`config.mk`:
```
export PLATFORM = sky130hd
export DESIGN_NAME = umult_share_arb
export DESIGN_NICKNAME = d
export VERILOG_FILES = /design/src/rtl/umult_share_arb.sv
export SDC_FILE = /design/constraint.sdc
export NUM_CORES = 1
export LEC_CHECK = 0
export BUFFER_PORTS_ARGS = -buffer_cell sky130_fd_sc_hd__buf_2
export CAP_MARGIN = 20
export CORE_ASPECT_RATIO = 1.1
export CORE_MARGIN = 2
export CORE_UTILIZATION = 38
export DETAILED_ROUTE_END_ITERATION = 8
export PLACE_DENSITY = 0.8
export SETUP_SLACK_MARGIN = 0.1
export SYNTH_ARGS = -nofsm -noshare
export SYNTH_HDL_FRONTEND = slang
export SYNTH_SLANG_ARGS = --single-unit
export TNS_END_PERCENT = 100
```
`constraint.sdc`:
```
create_clock -name clk -period 1.2 [get_ports clk]
set_input_delay 0.06 -clock clk [delete_from_list [all_inputs] [get_ports clk]]
set_output_delay 0.06 -clock clk [all_outputs]
set_load 0.1 [all_outputs]
```
`src/rtl/umult_share_arb.sv`:
```
// umult_share_arb
//   Shares one external combinational unsigned multiplier between two requesters.
//   A round-robin arbiter accepts one operation in IDLE and registers its operands
//   onto the multiplier inputs. The product is registered one cycle later, then
//   held on a valid/ready response port until the consumer takes it.
//   Best-case throughput is one multiply every 3 cycles.
//
// Ports
//   clk                      clock, all state updates on posedge
//   rst_n                    synchronous active-low reset
//   req0_valid/_a/_b         requester 0 operation
//   req0_ready               requester 0 accepted this cycle (combinational)
//   req1_valid/_a/_b         requester 1 operation
//   req1_ready               requester 1 accepted this cycle (combinational)
//   mul_a, mul_b             registered operands to the shared multiplier
//   mul_p                    combinational product from the shared multiplier
//   rsp_valid/_id/_p         registered result, owner id and product
//   rsp_ready                consumer accepts the result

module umult_share_arb #(
  parameter int unsigned WIDTH = 4
) (
  input  logic               clk,
  input  logic               rst_n,
  input  logic               req0_valid,
  input  logic [WIDTH-1:0]   req0_a,
  input  logic [WIDTH-1:0]   req0_b,
  output logic               req0_ready,
  input  logic               req1_valid,
  input  logic [WIDTH-1:0]   req1_a,
  input  logic [WIDTH-1:0]   req1_b,
  output logic               req1_ready,
  output logic [WIDTH-1:0]   mul_a,
  output logic [WIDTH-1:0]   mul_b,
  input  logic [2*WIDTH-1:0] mul_p,
  output logic               rsp_valid,
  output logic               rsp_id,
  output logic [2*WIDTH-1:0] rsp_p,
  input  logic               rsp_ready
);

  typedef enum logic [1:0] {
    StIdle = 2'd0,
    StCalc = 2'd1,
    StResp = 2'd2
  } state_e;

  // State registers
  state_e               r_state;
  logic [WIDTH-1:0]     r_mul_a;
  logic [WIDTH-1:0]     r_mul_b;
  logic                 r_rsp_valid;
  logic                 r_rsp_id;
  logic [2*WIDTH-1:0]   r_rsp_p;
  logic                 r_last_grant;

  // Next-state values
  state_e               w_state_next;
  logic [WIDTH-1:0]     w_mul_a_next;
  logic [WIDTH-1:0]     w_mul_b_next;
  logic                 w_rsp_valid_next;
  logic                 w_rsp_id_next;
  logic [2*WIDTH-1:0]   w_rsp_p_next;
  logic                 w_last_grant_next;

  // Arbitration
  logic                 w_any_valid;
  logic                 w_grant;
  logic                 w_accept;

  // With both requesting, favour the one not served last; otherwise the single
  // valid requester wins (req1_valid alone selects 1, req0_valid alone selects 0).
  always_comb begin
    w_any_valid = req0_valid | req1_valid;
    if (req0_valid && req1_valid) begin
      w_grant = ~r_last_grant;
    end else begin
      w_grant = req1_valid;
    end
    // Reset masks the handshake so a requester never sees an accept that is
    // about to be discarded.
    w_accept = rst_n && (r_state == StIdle) && w_any_valid;
  end

  always_comb begin
    req0_ready = w_accept && (w_grant == 1'b0);
    req1_ready = w_accept && (w_grant == 1'b1);
  end

  // Next-state and datapath updates
  always_comb begin
    w_state_next      = r_state;
    w_mul_a_next      = r_mul_a;
    w_mul_b_next      = r_mul_b;
    w_rsp_valid_next  = r_rsp_valid;
    w_rsp_id_next     = r_rsp_id;
    w_rsp_p_next      = r_rsp_p;
    w_last_grant_next = r_last_grant;

    unique case (r_state)
      StIdle: begin
        if (w_accept) begin
          w_mul_a_next      = w_grant ? req1_a : req0_a;
          w_mul_b_next      = w_grant ? req1_b : req0_b;
          w_rsp_id_next     = w_grant;
          w_last_grant_next = w_grant;
          w_state_next      = StCalc;
        end
      end
      StCalc: begin
        // Operands have been stable at the multiplier for a full cycle.
        w_rsp_p_next     = mul_p;
        w_rsp_valid_next = 1'b1;
        w_state_next     = StResp;
      end
      StResp: begin
        if (r_rsp_valid && rsp_ready) begin
          w_rsp_valid_next = 1'b0;
          w_state_next     = StIdle;
        end
      end
      default: begin
        w_state_next     = StIdle;
        w_rsp_valid_next = 1'b0;
      end
    endcase
  end

  always_ff @(posedge clk) begin
    if (!rst_n) begin
      r_state      <= StIdle;
      r_mul_a      <= '0;
      r_mul_b      <= '0;
      r_rsp_valid  <= 1'b0;
      r_rsp_id     <= 1'b0;
      r_rsp_p      <= '0;
      r_last_grant <= 1'b1;
    end else begin
      r_state      <= w_state_next;
      r_mul_a      <= w_mul_a_next;
      r_mul_b      <= w_mul_b_next;
      r_rsp_valid  <= w_rsp_valid_next;
      r_rsp_id     <= w_rsp_id_next;
      r_rsp_p      <= w_rsp_p_next;
      r_last_grant <= w_last_grant_next;
    end
  end

  assign mul_a     = r_mul_a;
  assign mul_b     = r_mul_b;
  assign rsp_valid = r_rsp_valid;
  assign rsp_id    = r_rsp_id;
  assign rsp_p     = r_rsp_p;

endmodule

```
==> metrics <==
status finished with violations; violated checks setup timing; mux share of post-synthesis cell area 0%; worst slew pin tran 0.365 ns; total wire length 2.65 mm; Synth Area in Compound Gates 23.6%; share of layout cells above drive strength 1 60.9%; clk_lat worst skew 0.30 ns; CTS tree yes; routability cong. 0.775; Clock Pin Slew Worst Setup and Hold Paths 0.12 ns; global-route wire length before repair 3.89 mm; CTS Buffer Depth 2; static leakage 0.000736 uW; most frequent cells in the layout buf_2, buf_4, nand2_1, dlygate4sd3_1, dfxtp_2; worst hold path class input pin to flip-flop; drt pass-1 iters 4; Detail Placement HPWL 1.64 mm; Mapped Nets 124; num rows 18; WS Path Type flip-flop to primary output; placed cell count 174; remaining global-route overflow 0; worst ir drop on vdd 0.890 mV; Yosys reg bits 21; Root Driver clkbuf_4; unrepaired setup endpoints after global routing true; count of final setup violators 13; DR vias 960; area delta synth->final 93.6%; DRC viols 0; initial antenna violation count 0; YS warnings 0; worst setup margin -0.445 ns; die area 2670 sq um; IO Pins 49; gr usage total 19.1%; H-tree Lvls 1; die width 49.4 um; fin crit share 137%; Post-Synth Simple-Gate Area 22.6%; post-synthesis adder-cell area fraction 0%; commonest non-fill, non-tap cell in the layout buf_2; Num CTS Buffers 3; largest family of logic cells by synthesized area compound AO/OA/AOI/OAI gates; Max FO, Critical Path 3; CORE AREA 2210 sq um; Final min period 1.64 ns; post-synthesis cell count 95; non-filler cells, final 199; vias in the first global route 935; Avg Synthesized Cell Area 9.09 sq um; post-DR vias/cell 4.82; Fin Hold WS 0.0327 ns; PwrDens 1280 nW/um^2; Worst EP arrival 1.58 ns; unique cell type count in the Yosys netlist 22; post-synthesis xor/xnor area fraction 0%; max-cap viol count 0; largest net degree at the start of global routing 13; Final Hold Fails 0; antenna diode count 0; nets@finish 199; per-cell routed wire length 13.3 um; pins over their slew limit 0; Crit. End Element primary output; Slew HR 75.7%; Port Buf Inserts 48; fmax 608 MHz; die height 54.0 um; post-route ant nets 0; Mapped Area 863 sq um; Starting Density 39.1%; Worst Setup Start Kind flip-flop; clk_skew 0.00990 ns; CP Data Required Time 1.14 ns; sequential area share after synthesis 48.7%; DRT iter0 DRCs 15; clk sink count 21
## report_power, final
part | switching, uW | leakage (uW) | internal (uW)
clock | 214 | 0.0000177 | 124
combinational | 659 | 0.000541 | 328
sequential | 41.1 | 0.000177 | 771
## final timing paths
| path | from | end | slack, ns | cells past startpoint |
|---|---|---|---|---|
| hold / removal | req0_valid | r_state[0] | 0.03 | 3 |
| setup reg to reg | r_state[0] | mul_b[0] | -0.34 | 6 |
| hold reg to reg | rsp_p[6] | rsp_p[6] | 0.46 | 2 |
| setup / recovery | r_state[0] | req1_ready | -0.44 | 4 |
## logic make-up after synthesis
group,count (synthesis)
flip-flops,21
AO/OA/AOI/OAI,23
buffers and inverters,9
AND/OR/NAND/NOR,42
## layout make-up
class,instances,area [sq um]
multi-input cells,65,537
clock buffers,3,22.5
inverters,1,3.75
flip-flops and latches,21,437
clock inverters,1,5.00
fillers,153,536
repair buffers,78,629
well taps,30,37.5
## layer usage
metal  vias to the layer above  share of wire (%)  global-route usage (%)
li1                        480                  -                       -
met5                         -                  0                       0
met1                       430                 40                    19.6
met4                         0               0.53                    6.94
met3                         2                6.2                    2.50
met2                        48                 53                    39.9
## sequential cells by signal (all words and copies together) (netlist names)
name          flops
rsp_p             8
mul_a             4
mul_b             4
r_state           2
r_last_grant      1
rsp_id            1
rsp_valid         1
## synth_stat cells
library cell	count	area, sq um
a21boi_0	9	67.6
or3b_4	1	11.3
buf_2	2	10.0
buf_1	1	3.75
clkbuf_1	4	15.0
nor2b_1	1	6.26
nand2b_1	1	6.26
nor3b_1	1	7.51
o21ai_0	2	10.0
a21o_1	1	7.51
a211oi_4	1	20.0
nor3_1	8	40.0
nand2_1	25	93.8
o31a_1	1	8.76
buf_6	1	11.3
dfxtp_1	21	420
o211a_1	1	10.0
inv_1	1	3.75
a221o_1	8	80.1
nor2_1	2	7.51
and2b_1	1	7.51
nand3b_1	2	15.0
## stage by stage
step	power, uW	TNS [ns]	instance area, sq um	setup slack [ns]	utilization [%]
5_1_grt	2220	-4.02	1670	-0.486	75.7
6_report	2140	-3.67	1670	-0.445	75.7
3_3_place_gp	1590	-0.901	1220	-0.108	55.4
2_1_floorplan	1430	-2.30	903	-0.599	-
4_1_cts	2100	-3.54	1600	-0.439	72.5
3_5_place_dp	1600	-1.43	1220	-0.145	55.4
## critical path, cell delays in order, from the launching register on
cell and delay [ns]:
dfxtp_2 0.34, or3b_4 0.43, a211oi_4 0.20, buf_6 0.14, buf_12 0.16
## timing repair
action,CTS,global route
hold buffers,15,1
endpoints found under the setup margin,39,22
hold endpoints to repair,15,1
resized for setup,56,13
gates cloned,0,1
pin swaps,9,2
setup buffers,4,1
(Power assumes the default switching activity.)
